$ cat src/rtl/regfile_write_ctrl_pkg.sv
// Shared register-file write types and constants for the write controller
// and for the hazard logic that consumes its forwarding outputs.
package regfile_write_ctrl_pkg;

    localparam int unsigned REG_AW = 5;
    localparam int unsigned REG_DW = 32;
    localparam logic [REG_AW-1:0] ZERO_REG = 5'd0;

    typedef struct packed {
        logic [REG_AW-1:0] dest;
        logic [REG_DW-1:0] val;
        logic              valid;
    } wr_req_t;

endpackage

$ cat src/rtl/wb_pend_fifo.sv
// Circular buffer of pending multi-cycle results. Each entry has a live bit
// that a newer WB write to the same register clears in place.
module wb_pend_fifo
    import regfile_write_ctrl_pkg::*;
#(
    parameter int unsigned DEPTH = 4
) (
    input  logic                     clk,
    input  logic                     rst,
    input  logic                     push,
    input  wr_req_t                  push_req,
    input  logic                     pop,
    input  logic                     kill_en,
    input  logic [REG_AW-1:0]        kill_dest,
    input  logic [REG_AW-1:0]        src1,
    input  logic [REG_AW-1:0]        src2,
    output wr_req_t                  head,
    output logic [$clog2(DEPTH):0]   count,
    output logic                     full,
    output logic                     empty,
    output logic                     hit1,
    output logic [REG_DW-1:0]        val1,
    output logic                     hit2,
    output logic [REG_DW-1:0]        val2
);

    localparam int unsigned PW = $clog2(DEPTH);
    localparam int unsigned CW = PW + 1;

    logic [REG_AW-1:0] mem_dest [DEPTH];
    logic [REG_DW-1:0] mem_val  [DEPTH];
    logic [DEPTH-1:0]  live;
    logic [PW-1:0]     rd_ptr;
    logic [PW-1:0]     wr_ptr;
    logic [PW-1:0]     idx;

    assign empty = (count == '0);
    assign full  = (count == CW'(DEPTH));

    assign head.dest  = mem_dest[rd_ptr];
    assign head.val   = mem_val[rd_ptr];
    assign head.valid = live[rd_ptr] && !empty;

    // Live bits are cleared on pop, so a set bit always marks an occupied entry.
    always_ff @(posedge clk or negedge rst) begin
        if (!rst) begin
            live   <= '0;
            rd_ptr <= '0;
            wr_ptr <= '0;
            count  <= '0;
        end else begin
            for (int unsigned i = 0; i < DEPTH; i++) begin
                if (kill_en && mem_dest[i] == kill_dest) begin
                    live[i] <= 1'b0;
                end
            end
            if (pop) begin
                live[rd_ptr] <= 1'b0;
                rd_ptr       <= rd_ptr + PW'(1);
            end
            if (push) begin
                live[wr_ptr] <= push_req.valid;
                wr_ptr       <= wr_ptr + PW'(1);
            end
            count <= count + CW'(push) - CW'(pop);
        end
    end

    always_ff @(posedge clk) begin
        if (push) begin
            mem_dest[wr_ptr] <= push_req.dest;
            mem_val[wr_ptr]  <= push_req.val;
        end
    end

    // Walk oldest to youngest so the youngest live match wins.
    always_comb begin
        hit1 = 1'b0;
        val1 = '0;
        hit2 = 1'b0;
        val2 = '0;
        idx  = rd_ptr;
        for (int unsigned k = 0; k < DEPTH; k++) begin
            idx = rd_ptr + PW'(k);
            if (live[idx] && mem_dest[idx] == src1) begin
                hit1 = 1'b1;
                val1 = mem_val[idx];
            end
            if (live[idx] && mem_dest[idx] == src2) begin
                hit2 = 1'b1;
                val2 = mem_val[idx];
            end
        end
    end

endmodule

$ cat src/rtl/regfile_write_ctrl.sv
// Single write port owner for the register file: merges never-stalled WB
// writes with buffered multi-cycle results and forwards in-flight values.
module regfile_write_ctrl
    import regfile_write_ctrl_pkg::*;
#(
    parameter int unsigned DEPTH = 4,
    parameter int unsigned DW    = REG_DW,
    parameter int unsigned AW    = REG_AW
) (
    input  logic                   clk,
    input  logic                   rst,
    input  logic                   wb_en,
    input  logic [AW-1:0]          wb_dest,
    input  logic [DW-1:0]          wb_val,
    input  logic                   mc_valid,
    output logic                   mc_ready,
    input  logic [AW-1:0]          mc_dest,
    input  logic [DW-1:0]          mc_val,
    input  logic [AW-1:0]          src1,
    input  logic [AW-1:0]          src2,
    output logic                   fwd1_hit,
    output logic [DW-1:0]          fwd1_val,
    output logic                   fwd2_hit,
    output logic [DW-1:0]          fwd2_val,
    output logic                   Write_EN,
    output logic [AW-1:0]          dest,
    output logic [DW-1:0]          Write_Val,
    output logic [$clog2(DEPTH):0] pending_cnt
);

    wr_req_t           out_q;
    wr_req_t           push_req;
    wr_req_t           head;
    logic              wb_write;
    logic              push;
    logic              pop;
    logic              head_live;
    logic              full;
    logic              empty;
    logic              buf_hit1;
    logic              buf_hit2;
    logic [REG_DW-1:0] buf_val1;
    logic [REG_DW-1:0] buf_val2;

    assign wb_write = wb_en && (wb_dest != AW'(ZERO_REG));
    assign mc_ready = rst && !full;
    assign push     = mc_valid && mc_ready && (mc_dest != AW'(ZERO_REG));

    // A same-cycle WB write to the same register is newer, so the result lands dead.
    assign push_req.dest  = REG_AW'(mc_dest);
    assign push_req.val   = REG_DW'(mc_val);
    assign push_req.valid = !(wb_write && mc_dest == wb_dest);

    assign head_live = head.valid && !(wb_write && head.dest == REG_AW'(wb_dest));
    assign pop       = !empty && (!wb_write || !head_live);

    wb_pend_fifo #(.DEPTH(DEPTH)) u_fifo (
        .clk       (clk),
        .rst       (rst),
        .push      (push),
        .push_req  (push_req),
        .pop       (pop),
        .kill_en   (wb_write),
        .kill_dest (REG_AW'(wb_dest)),
        .src1      (REG_AW'(src1)),
        .src2      (REG_AW'(src2)),
        .head      (head),
        .count     (pending_cnt),
        .full      (full),
        .empty     (empty),
        .hit1      (buf_hit1),
        .val1      (buf_val1),
        .hit2      (buf_hit2),
        .val2      (buf_val2)
    );

    // WB always wins the port; a live buffer head takes it otherwise.
    always_ff @(posedge clk or negedge rst) begin
        if (!rst) begin
            out_q <= '0;
        end else if (wb_write) begin
            out_q.dest  <= REG_AW'(wb_dest);
            out_q.val   <= REG_DW'(wb_val);
            out_q.valid <= 1'b1;
        end else if (head_live) begin
            out_q <= head;
        end else begin
            out_q.valid <= 1'b0;
        end
    end

    assign Write_EN  = out_q.valid;
    assign dest      = AW'(out_q.dest);
    assign Write_Val = DW'(out_q.val);

    always_comb begin
        fwd1_hit = 1'b0;
        fwd1_val = '0;
        fwd2_hit = 1'b0;
        fwd2_val = '0;
        if (src1 != AW'(ZERO_REG)) begin
            if (buf_hit1) begin
                fwd1_hit = 1'b1;
                fwd1_val = DW'(buf_val1);
            end else if (out_q.valid && out_q.dest == REG_AW'(src1)) begin
                fwd1_hit = 1'b1;
                fwd1_val = DW'(out_q.val);
            end
        end
        if (src2 != AW'(ZERO_REG)) begin
            if (buf_hit2) begin
                fwd2_hit = 1'b1;
                fwd2_val = DW'(buf_val2);
            end else if (out_q.valid && out_q.dest == REG_AW'(src2)) begin
                fwd2_hit = 1'b1;
                fwd2_val = DW'(out_q.val);
            end
        end
    end

endmodule

$ cat config.mk
export PLATFORM = sky130hd
export DESIGN_NAME = regfile_write_ctrl
export DESIGN_NICKNAME = d
export VERILOG_FILES = /design/src/rtl/regfile_write_ctrl_pkg.sv /design/src/rtl/wb_pend_fifo.sv /design/src/rtl/regfile_write_ctrl.sv
export SDC_FILE = /design/constraint.sdc
export NUM_CORES = 1
export LEC_CHECK = 0
export CAP_MARGIN = 0
export CORE_ASPECT_RATIO = 1.25
export CORE_MARGIN = 5
export CORE_UTILIZATION = 51
export DETAILED_ROUTE_END_ITERATION = 10
export PLACE_DENSITY = 0.88
export SYNTH_ARGS = -nofsm -noshare
export SYNTH_HDL_FRONTEND = slang
export SYNTH_SLANG_ARGS = --single-unit
$ cat constraint.sdc
create_clock -name clk -period 6.01 [get_ports clk]
set_input_delay 1.202 -clock clk [delete_from_list [all_inputs] [get_ports clk]]
set_output_delay 1.202 -clock clk [all_outputs]
set_load 0.02 [all_outputs]
# Word-level counts from Yosys, hierarchy flattened
# Memory sizes are Yosys's and may differ from the RTL's.
# Index checks and enable logic that the tools add are counted.
# word_totals
in_bits	88
mem_count	2
word_cells	131
register_bits	49
mem_bits_rw	148
# classes
n_reduce_logical	38
bitwise	2
addsub	6
n_mux	52
n_eq_ne	17
magnitude_cmp	7
# mem_list
name	words	word_bits	rd	rd_clocked_by_memory_dff	wr	line	text
u_fifo.mem_val	4	32	4	0	1	wb_pend_fifo.sv:31	logic [REG_DW-1:0] mem_val [DEPTH];
u_fifo.mem_dest	4	5	8	0	1	wb_pend_fifo.sv:30	logic [REG_AW-1:0] mem_dest [DEPTH];
# op_table
cell	count
32-bit 2-to-1 mux	14
5-bit == test	16
38-bit 2-to-1 mux	1
37-bit 2-to-1 mux	1
1-bit 2-to-1 mux	27
1-bit logical AND	25
5-bit nonzero test	4
2-bit by 3-bit less-than comparator with 1-bit output (second input constant)	5
1-bit binary-select mux with 2-bit select	4
4-bit 2-to-1 mux	2
1-bit logical NOT	6
2-bit by 1-bit adder with 2-bit output (second input constant)	2
2-bit adder (second input constant)	2
4-bit AND	1
4-bit bitwise mux	1
1-bit demux with 2-bit select	2
2-bit by 1-bit >= comparator with 1-bit output (second input constant)	2
4-bit inverter	1
3-bit by 1-bit adder with 3-bit output	1
3-bit == test (second input constant)	1
3-bit logical NOT	1
3-bit by 1-bit subtractor with 3-bit output	1
2-bit nonzero test	1
1-bit logical OR	1

# Logic depth before layout (Yosys ltp)
# Gate-level depths: netlist (run 1).
# depth
depth_word	11
ltp_mapped	18
depth_no_buf	12

# Cells and area by module
# A second synthesis (run 1) with hierarchy kept.
# hier_totals
hier_cells	1132
hier_area_um2	14631.5
# modules_own_cells
module	seq_area_each_um2	cells_each	area_each_um2	n_inst
wb_pend_fifo	4719.5	776	11477.3	1
regfile_write_ctrl	950.9	356	3154.3	1

# Worst setup path before layout (run 1)
# OpenSTA, ideal clock, no wires.
# synth_path
path_type	register -> output
startpoint	register u_fifo.rd_ptr[1]
endpoint	output port fwd1_val[30]
path_stages_with_launch	18
n_path_buf	8
path_slack_ns	-0.172
required_time_ns	4.808
arrival_ns	4.980
cell_sequence	dfrtp_1 buf_2 buf_2 buf_2 buf_1 clkbuf_1 inv_1 ha_1 buf_4 buf_6 mux4_2 xnor2_1 and4_1 buf_2 a211oi_1 nand2_1 a311o_1 a311oi_1
# synth_via
elab_chain_cells	9
word_cells_on_any_way	31
classes_between	add/sub (3); eq/ne (4); mux (18); reduce/logical (4); memory (2)
# synth_lines
element	line	text
start: declaration	wb_pend_fifo.sv:33	logic [PW-1:0] rd_ptr;
start signal: assignment	wb_pend_fifo.sv:59	rd_ptr <= rd_ptr + PW'(1);
2-bit by 1-bit adder with 2-bit output (tied with other cells)	wb_pend_fifo.sv:84	idx = rd_ptr + PW'(k);
memory 4 x 5 bit (tied with other cells)	n/a	
5-bit == test (tied with other cells)	wb_pend_fifo.sv:85	if (live[idx] && mem_dest[idx] == src1) begin
1-bit logical AND (tied with other cells)	wb_pend_fifo.sv:85	
32-bit 2-to-1 mux / 1-bit 2-to-1 mux (equally long branches) (3 in series)	wb_pend_fifo.sv:85	
32-bit 2-to-1 mux (*)	regfile_write_ctrl.sv:102	if (buf_hit1) begin
32-bit 2-to-1 mux (*)	regfile_write_ctrl.sv:101	if (src1 != AW'(ZERO_REG)) begin
end: declaration	regfile_write_ctrl.sv:22	output logic [DW-1:0] fwd1_val,
# Mark *: on every way between the ends. The rest lies on a longest branch, timed or not. The select of a mux whose other input is x is not followed.

# Final worst setup path (run 1)
# layout_path
startpoint	register u_fifo.rd_ptr[1]
endpoint	output port fwd2_val[19]
# layout_via
elab_chain_cells	9
word_cells_on_any_way	31
classes_between	add/sub (3); eq/ne (4); mux (18); reduce/logical (4); memory (2)
# layout_lines
element	line	text
2-bit by 1-bit adder with 2-bit output (tied with other cells)	wb_pend_fifo.sv:84	
memory 4 x 5 bit (tied with other cells)	n/a	
5-bit == test (tied with other cells)	wb_pend_fifo.sv:89	if (live[idx] && mem_dest[idx] == src2) begin
1-bit logical AND (tied with other cells)	wb_pend_fifo.sv:89	
32-bit 2-to-1 mux / 1-bit 2-to-1 mux (equally long branches) (3 in series)	wb_pend_fifo.sv:89	
32-bit 2-to-1 mux (*)	regfile_write_ctrl.sv:111	if (buf_hit2) begin
32-bit 2-to-1 mux (*)	regfile_write_ctrl.sv:110	if (src2 != AW'(ZERO_REG)) begin
end: declaration	regfile_write_ctrl.sv:24	output logic [DW-1:0] fwd2_val,
# Marked as above.

==> results of run 1 <==
-- metrics by stage --
step	instances	worst slack, ns
2_1_floorplan	1170	0.0222
3_3_place_gp	1642	0.396
3_5_place_dp	1642	0.375
4_1_cts	1674	0.0807
5_1_grt	1685	0.0537
6_report	1686	0.231
-- cell usage in the layout (no fill, tap or decap), drive strengths merged, types with 3 or more instances in the layout --
master and instances:
nand3 8, nor2 166, edfxtp 148, ha 10, mux2i 35, nand4 5
nor4 6, diode 6, xor2 36, nor3 5, and3 4, buf 50
and2 38, a211oi 28, nand3b 3, a22oi 45, clkbuf 20, inv 13
dfrtp 49, clkdlybuf4s50 194, a21oi 59, nor2b 3, clkinv 3, o41ai 4
a21o 4, xnor2 48, a311oi 13, nand2 81, a221o 62, or4 3
o21ai 4, mux4 151, a31oi 10
-- worst max-delay path, cell delays in order, from the launching register on --
cell	delay, ns
sky130_fd_sc_hd__dfrtp_4	0.40
sky130_fd_sc_hd__buf_4	0.62
sky130_fd_sc_hd__mux4_2	0.65
sky130_fd_sc_hd__xnor2_1	0.15
sky130_fd_sc_hd__nand4_1	0.12
sky130_fd_sc_hd__or3_4	0.18
sky130_fd_sc_hd__or3b_1	0.44
sky130_fd_sc_hd__nor3b_2	0.35
sky130_fd_sc_hd__buf_4	0.35
sky130_fd_sc_hd__a221o_1	0.19
sky130_fd_sc_hd__clkdlybuf4s50_1	0.67
-- cells by family (layout without fill, tap and decap cells) --
logic type / after synthesis / in the layout / share of synthesized area
AND/OR/NAND/NOR: 330 / 330 / 0.103
multiplexers: 186 / 186 / 0.263
buffers and inverters: 124 / 284 / 0.0374
XOR/XNOR: 84 / 84 / 0.0515
AO/OA/AOI/OAI: 238 / 238 / 0.139
flip-flops: 197 / 197 / 0.397
adder cells (fa/ha/maj): 11 / 11 / 0.0102
other: 0 / 6 / 0
-- routing by layer --
layer,routed length [um],up-vias
met2,22800,906
li1,-,4923
met3,4740,194
met1,15500,5912
met5,11,-
met4,2630,2
-- report_power, final --
| group | total, uW | internal (uW) | switching [uW] |
|---|---|---|---|
| Clock | 1180 | 644 | 541 |
| Combinational | 5030 | 2260 | 2780 |
| Sequential | 2040 | 1750 | 289 |
| Total | 8260 | 4650 | 3610 |
-- worst max path at each step --
stage | cells after the start | end
floorplan | 17 | fwd2_val[0]
global placement | 9 | fwd2_val[19]
detailed placement | 9 | fwd2_val[19]
CTS | 11 | fwd2_val[9]
global route | 10 | fwd2_val[19]
finish | 10 | fwd2_val[19]
-- sequential cells by signal (all words and copies together) (netlist names) --
signal and count:
u_fifo.mem_dest 20, Write_EN 1, u_fifo.live 4, u_fifo.count 3, dest 5, Write_Val 32, u_fifo.mem_val 128, u_fifo.wr_ptr 2
u_fifo.rd_ptr 2
-- area by class of cell --
type                    count  area share
diodes                      6    0.000865
repair buffers            244       0.136
well taps                 350      0.0252
inverters                   8     0.00173
flip-flops and latches    197       0.327
multi-input cells         849       0.474
clock buffers              20      0.0263
clock inverters            12     0.00815
==> metrics list, run 1 <==
- The critical path starts at u_fifo.rd_ptr[1].
- Across all register-to-register paths, the minimum setup slack is between 1.5 and 2 ns.
- Ratio of cells with drive above 1 in the final layout: 0.215
- In this run the cell area measured after placement is 16,700 sq um.
* Detail-routed net length per standard cell: ~27 um
- In this run the core area contains 68 standard-cell rows.
* Utilization after layout: 0.627
- For met3 alone, demand over resource in global routing was 0.0618.
* Critical Path AT: about 4.6 ns
* Count of flip-flops with a built-in enable after synthesis: ~150
- Port buffer count: 195
* Overall die area: 31,500 sq um
* Vias per cell: between 7 and 8
- In this run the cell area of the synthesized design comes to 14,300 sq um.
- After clock tree synthesis, the repair step resized 0 gates.
* Initial cell density of the core: 0.517
- Worst vdd ir: around 0.31 mV
* Deepest clock path buffer count: 2
* Grt met1 use: 0.337
- Number of buffers inserted for hold repair after clock tree synthesis: 0
- Post-CTS timing repair inserted 0 buffers for setup.
- Average instance area after synthesis: about 12 sq um
* Critical path type: flop to primary output
* Remaining DRCs: 0
- Standby leakage power: slightly below 0.006 uW
- Origin of the critical flop-to-flop path: u_fifo.rd_ptr[0]
- Final hold slack: roughly 0.54 ns
* Layout filler cell count: ~2,000
- Most used flip-flop cell after synthesis: sky130_fd_sc_hd__edfxtp_1
- Setup violations remaining at the end of the flow were counted as 0.
- Along the worst hold path, the cell count comes to 1.
- Wire length of the first global-routing pass: 69.6 mm
- The initial antenna violation count was 8.
- The clock arrives with 0.0130 ns of skew.
- The final number of hold-violating endpoints is 0.
- Power spread over the standard cell area amounts to around 480 nW/um^2.
- Number of global-route vias before repair: between 10,000 and 15,000
* Clock transition at the registers of the reported paths: roughly 0.08 ns
- When the netlist entered floorplanning its net count stood at between 1,000 and 1,500.
- Highest achievable clock rate: 173 MHz
- The HPWL after detailed placement is 30.7 mm.
- Outcome: finished clean
- The routed layout has approximately 12,000 vias.
- For hold timing, the worst endpoint is u_fifo.count[2].
- H-tree depth: 4
- The worst setup path is captured at a primary output.
- Critical hold path startpoint: u_fifo.count[2]
- Synth async-reset ratio: 0.249
- Cell accounting for the most synthesized area: sky130_fd_sc_hd__edfxtp_1
- GR met2 Demand/Resource: 0.486
- FF+latch area: 5680 sq um
* Worst-case reg-to-reg path depth: 13
* Area growth, synth to finish: 21.4%
- STA classifies the critical path startpoint as a flop.
- Final cell area excluding filler cells: approximately 17,000 sq um
* Period utilization: 0.962
* Summed negative setup slack over all endpoints: 0 ns
* Setup repair after global routing missed its margin: false
- Number of nets still failing antenna checks after routing: 0
- Most frequent cell after synthesis: sky130_fd_sc_hd__nor2_1
* Top Ports: slightly below 200
- Clock tree from TritonCTS: built
- Buffers inserted during clock tree synthesis total 17.
- For this run, the post-layout net count is 1,416.
- Along the worst path, the maximum fanout reaches 46.
- Count of cell types in the netlist: 53
* Most used routing layer in global routing: met2
- The final max-slew violation count was 0.
* RR Endpoint: u_fifo.count[2]
- In the final layout, the multi-input gates occupy slightly above 8000 sq um.
- During synthesis, Yosys emitted a total of 0 warnings.
* Clock insertion delay at the later pin of the skew report: ~0.45 ns
* Number of DRC violations after detailed-routing iteration 0: around 1,300
- Clock tree root buffer cell: sky130_fd_sc_hd__clkbuf_16
- In the synthesized netlist, the cells that appear most often are sky130_fd_sc_hd__nor2_1 (166), sky130_fd_sc_hd__mux4_2 (151), sky130_fd_sc_hd__edfxtp_1 (148).
- Total Power Consumption: 8260 uW
- Largest net degree at the start of global routing: 64
- Max-cap violations: 0
- Hold Crit Class: flop to flop
- Die width: approximately 160 um
- Worst Tran Pin Value: 1.05 ns
* Cells after synthesis: between 1,000 and 1,500
* All-layer global routing usage: 0.285
- Summed over all layers, the global routing overflow is 0.
- Of the synthesized area, sequential elements account for 0.397.
- Data required time at the worst endpoint: a little under 5 ns
* Detailed-router iteration count before antenna repair: 7
* Flop and latch count out of synthesis: between 150 and 200
- Max-slew headroom: 0.298
* Synth top area share: 0.311
- Post-detailed-routing wire length: between 40 and 50 mm
- At the end of routability-driven placement, the weighted congestion stood at between 0.9 and 1.
- The worst path needs between 5 and 6 ns of the cycle, external delays included.
* Die height: between 150 and 200 um
- Area of the core: 27,700 sq um
* # clock sinks: 197
- Sorting the synthesized cells by area gives the leading types as sky130_fd_sc_hd__edfxtp_1 (31%), sky130_fd_sc_hd__mux4_2 (24%), sky130_fd_sc_hd__dfrtp_1 (8.6%).
Power figures use the tool's default switching activity.
==> run 2, diff against run 1 <==
--- a/config.mk
+++ b/config.mk
@@ -11,6 +11,8 @@
 export CORE_UTILIZATION = 51
 export DETAILED_ROUTE_END_ITERATION = 10
 export PLACE_DENSITY = 0.88
+export SLEW_MARGIN = 20
 export SYNTH_ARGS = -nofsm -noshare
 export SYNTH_HDL_FRONTEND = slang
+export SYNTH_HIERARCHICAL = 1
 export SYNTH_SLANG_ARGS = --single-unit
==> metrics list, run 2 <==
- The final max-slew violation count is 0 (unchanged).
- Final Setup Violations: 0 (unchanged)
- Ordered cell list for the critical path: inv_2, ha_4, buf_8, mux2i_1, a221oi_1, o21ai_1, nor2_4, or4_2, buf_12, mux2i_1, nor3_1, buf_4, clkdlybuf4s50_1 (was buf_4, mux4_2, xnor2_1, nand4_1, or3_4, or3b_1, nor3b_2, buf_4, a221o_1, clkdlybuf4s50_1).
- Data required time at the worst endpoint: 4.81 ns (about the same)
- Top post-synthesis cells by area: sky130_fd_sc_hd__edfxtp_1 (30%), sky130_fd_sc_hd__mux4_2 (23%), sky130_fd_sc_hd__mux2i_1 (9.2%) (was sky130_fd_sc_hd__edfxtp_1 (31%), sky130_fd_sc_hd__mux4_2 (24%), sky130_fd_sc_hd__dfrtp_1 (8.6%))
- All-layer global routing usage: 0.269 (was 0.285)
* Largest register by flop count: u_fifo/mem_val (was u_fifo.mem_val)
* Sequential fraction of design power: 0.238 (was 0.247)
* Standard cell with the maximum stage delay on the critical path: sky130_fd_sc_hd__or4_2 (was sky130_fd_sc_hd__clkdlybuf4s50_1)
- The count of synthesis-stage warnings from yosys is 6 (was 0).
* RePlAce Congestion: 0.951 (was 0.912)
- The initial core utilization is 0.515 (was 0.517).
* Remaining DRCs: 0 (unchanged)
- The number of DRC markers after the initial detailed-route iteration was 1,327 (was 1,265).
* Number of nets in the layout: 1,405 (was 1,416)
- Leading cell type in the layout, fill and taps excluded: sky130_fd_sc_hd__clkdlybuf4s50_1 (unchanged)
- Port buffer count: 195 (unchanged)
* Standby leakage power: 0.00585 uW (was 0.00579 uW)
- Category of the worst setup path capture point: primary output (unchanged)
* Outcome: finished clean (unchanged)
- Cell type with the highest occurrence count on the critical path: sky130_fd_sc_hd__mux2i_1 (was sky130_fd_sc_hd__buf_4)
- Critical path type: flop to primary output (unchanged)
- The vertical extent of the die was 199 um (was 197 um).
- Commonest cells in the netlist: sky130_fd_sc_hd__mux4_2 (149), sky130_fd_sc_hd__edfxtp_1 (148), sky130_fd_sc_hd__mux2i_1 (135) (was sky130_fd_sc_hd__nor2_1 (166), sky130_fd_sc_hd__mux4_2 (151), sky130_fd_sc_hd__edfxtp_1 (148)).
* Cell-internal power: 4770 uW (was 4650 uW)
- The count of filler cells inserted in the layout is 1,985 (was 2,024).
* Cells on Worst Hold Path: 1 (unchanged)
- The switching part of the total power came to 0.418 (was 0.437).
- The most common cell in the netlist is sky130_fd_sc_hd__mux4_2 (was sky130_fd_sc_hd__nor2_1).
* Total congestion overflow: 0 (unchanged)
* Critical path's top delay family: buffers and inverters (unchanged)
- The relative slew slack came to 0.405 (was 0.298).
- Worst vdd ir: 0.292 mV (was 0.307 mV)
- Overall die area: 32,200 sq um (was 31,500 sq um)
* Average instance area after synthesis: 12.9 sq um (was 12.2 sq um)
- Cell area power density: 461 nW/um^2 (was 476 nW/um^2)
- The routed wire length per instance was 26.2 um (was 27.1 um).
- Power share of the clock group: 0.136 (was 0.143)
* Clock tree from TritonCTS: built (unchanged)
- The maximum number of pins on one net before global-route repair is 95 (was 64).
- Worst Tran Pin Value: 0.893 ns (was 1.05 ns)
- Critical Path Source Type: flop (unchanged)
- Post-detailed-routing wire length: 44.0 mm (was 45.7 mm)
- Minimum clock period after layout: 5.87 ns (was 5.78 ns)
* Ratio of cells with drive above 1 in the final layout: 0.256 (was 0.215)
* Commonest cells after routing, fill and taps aside: sky130_fd_sc_hd__clkdlybuf4s50_1 (194), sky130_fd_sc_hd__mux4_2 (149), sky130_fd_sc_hd__edfxtp_1 (148) (was sky130_fd_sc_hd__clkdlybuf4s50_1 (194), sky130_fd_sc_hd__nor2_1 (166), sky130_fd_sc_hd__mux4_2 (151))
* Clock transition at the registers of the reported paths: 0.08 ns (about the same)
- Clock tree root buffer cell: sky130_fd_sc_hd__clkbuf_16 (unchanged)
- The initial antenna violation count is 5 (was 8).
* Number of buffers inserted for hold repair after clock tree synthesis: 0 (unchanged)
- Count of cell types in the netlist: 55 (was 53)
- The wire length of the first global-routing pass came to 66.4 mm (was 69.6 mm).
* Placed wire-length estimate: 29.3 mm (was 30.7 mm)
- Critical Path AT: 4.66 ns (was 4.58 ns)
- Flop and latch count out of synthesis: 197 (unchanged)
- The share of the synthesized area in the top cell type is 0.304 (was 0.311).
* Cell accounting for the most synthesized area: sky130_fd_sc_hd__edfxtp_1 (unchanged)
* Top Ports: 196 (unchanged)
- The cell area reported after detailed placement came to 17,100 sq um (was 16,700 sq um).
- The net load switching power is 3430 uW (was 3610 uW).
- The placeable core area is 28,400 sq um (was 27,700 sq um).
- The clock skew was 0.0113 ns (was 0.0130 ns).
- The number of global-route vias before repair was 11,654 (was 11,983).
- The overall power is 8200 uW (was 8260 uW).
- Combinational cell fraction of total power: 0.626 (was 0.609)
* Final hold slack: 0.518 ns (was 0.539 ns)
* Combined buffer and inverter count along the critical path: 5 (was 3)
- Setup repair after global routing missed its margin: false (unchanged)
- Number of stages on the worst setup path: 13 (was 10)
- Final cell area excluding filler cells: 17,800 sq um (was 17,300 sq um)
* Cells after synthesis: 1,132 (was 1,170)
* Num rows: 69 (was 68)
- Synth async-reset ratio: 0.249 (unchanged)
- The first-pass iteration count of the detailed router is 7 (unchanged).
- H-tree depth: 4 (unchanged)
- The sink count of the clock tree is 197 (unchanged).
- The post-synthesis net count came to 1,231 (was 1,269).
* Maximum cell stage delay along the critical path: 0.77 ns (was 0.67 ns)
* Deepest clock path buffer count: 2 (unchanged)
- The clock latency of the later-clocked register in the worst-skew pair was 0.45 ns (about the same).
- Highest achievable clock rate: 170 MHz (was 173 MHz)
- The top fanout value on the critical path is 24 (was 46).
* Period utilization: 0.976 (was 0.962)
* Hold Crit Class: flop to flop (unchanged)
- Vias per cell: 6.86 (was 7.08)
- Number of buffers created by CTS: 17 (unchanged)
* Area growth, synth to finish: 21.6% (was 21.4%)
- Most used flip-flop cell after synthesis: sky130_fd_sc_hd__edfxtp_1 (unchanged)
* Number of nets still failing antenna checks after routing: 0 (unchanged)
- Number of flip-flops under the largest register name: 128 (unchanged)
* Fraction of the yosys area taken by sequential cells: 0.388 (was 0.397)
* Worst-case reg-to-reg path depth: 13 (unchanged)
- Hold Fails Final Rpt: 0 (unchanged)
- Die width: 161 um (was 160 um)
- Max-cap violations: 0 (unchanged)
- The count of vias placed by the detailed router came to 11,507 (was 11,937).
- Count of flip-flops with a built-in enable after synthesis: 148 (unchanged)
* Mapped Area: 14,600 sq um (was 14,300 sq um)
## run 2: changes by cell type in the layout (fill, tap and decap cells not counted), moves of 33 or more
cell and change:
sky130_fd_sc_hd__nor2_1 -150, sky130_fd_sc_hd__mux2i_1 +100, sky130_fd_sc_hd__nor3_1 +60, sky130_fd_sc_hd__a21oi_1 -58, sky130_fd_sc_hd__a22oi_1 -45, sky130_fd_sc_hd__o21ai_1 +37, sky130_fd_sc_hd__mux2_2 +34, sky130_fd_sc_hd__a221o_1 -33
sky130_fd_sc_hd__and2_1 -33
## run 2: final timing paths
path	start	end	slack, ns
min reg2reg	u_fifo/count[2]	u_fifo/count[2]	0.52
min	u_fifo/count[2]	u_fifo/count[2]	0.52
max	u_fifo/rd_ptr[0]	fwd1_val[30]	0.14
max reg2reg	u_fifo/rd_ptr[0]	u_fifo/count[2]	1.91
max in group asynchronous	rst	u_fifo/rd_ptr[0]	4.35
min in group asynchronous	rst	dest[3]	1.03
## run 2: worst reg2reg max path: cells and delay by family, from the launching register on
kind / cells / cell delay [ns]
xor+xnor: 3 / 0.50
simple gates: 2 / 0.34
compound gates: 1 / 0.68
buf+inv: 3 / 0.44
fa+ha+maj: 3 / 0.90
flops: 1 / 0.49
mux: 1 / 0.70
## run 2: area by class of cell
class / instances / area [sq um] / share of cell area
clock inverter: 14 / 143 / 0.00801
antenna: 5 / 12.5 / 0.000703
tap: 355 / 444 / 0.0250
clock buffer: 17 / 425 / 0.0239
timing repair buffer: 251 / 2550 / 0.143
multi-input combinational: 803 / 8410 / 0.473
inverter: 36 / 135 / 0.00759
sequential: 197 / 5680 / 0.319
## run 2: metrics by stage
stage	std cells	worst slack, ns	TNS [ns]	util
CTS	1662	0.0118	0	0.621
finish	1678	0.144	0	0.627
global placement	1631	0.266	0	0.601
detailed placement	1631	0.182	0	0.601
floorplan	1132	-0.193	-3.86	-
global route	1676	0.0229	0	0.626
## run 2: cell families (layout without fill, tap and decap cells)
| group | after synthesis | in the layout | synth area share |
|---|---|---|---|
| xor gates and xnor gates | 82 | 82 | 0.0491 |
| muxes | 318 | 318 | 0.348 |
| other | 0 | 5 | 0 |
| AOI/OAI and AO/OA | 131 | 131 | 0.0730 |
| DFF | 197 | 197 | 0.388 |
| buffers and inverters | 132 | 318 | 0.0440 |
| and+or+nand+nor | 261 | 261 | 0.0885 |
| adders and majority gates | 11 | 11 | 0.00992 |
## run 2: power groups by stage
stage	Combinational [uW]	Sequential, uW	Clock [uW]
2_1_floorplan	3570	2020	0
3_3_place_gp	4810	1940	0
3_5_place_dp	4940	1970	0
4_1_cts	4980	1940	1130
5_1_grt	5450	1980	1190
6_report	5130	1950	1120
## run 2: metal layers
metal  track usage  up-vias  wire, um
met5             0        -        27
met4         0.144        4      2020
met3        0.0499      157      4150
met2         0.446      787     22000
met1         0.336     5717     15800
li1              -     4842         -
## run 2: what timing repair did
action,in CTS,in global routing
hold endpoints to repair,0,0
gates cloned,0,1
pin swaps,0,4
setup buffers,0,10
endpoints found under the setup margin,20,56
resized for setup,1,5
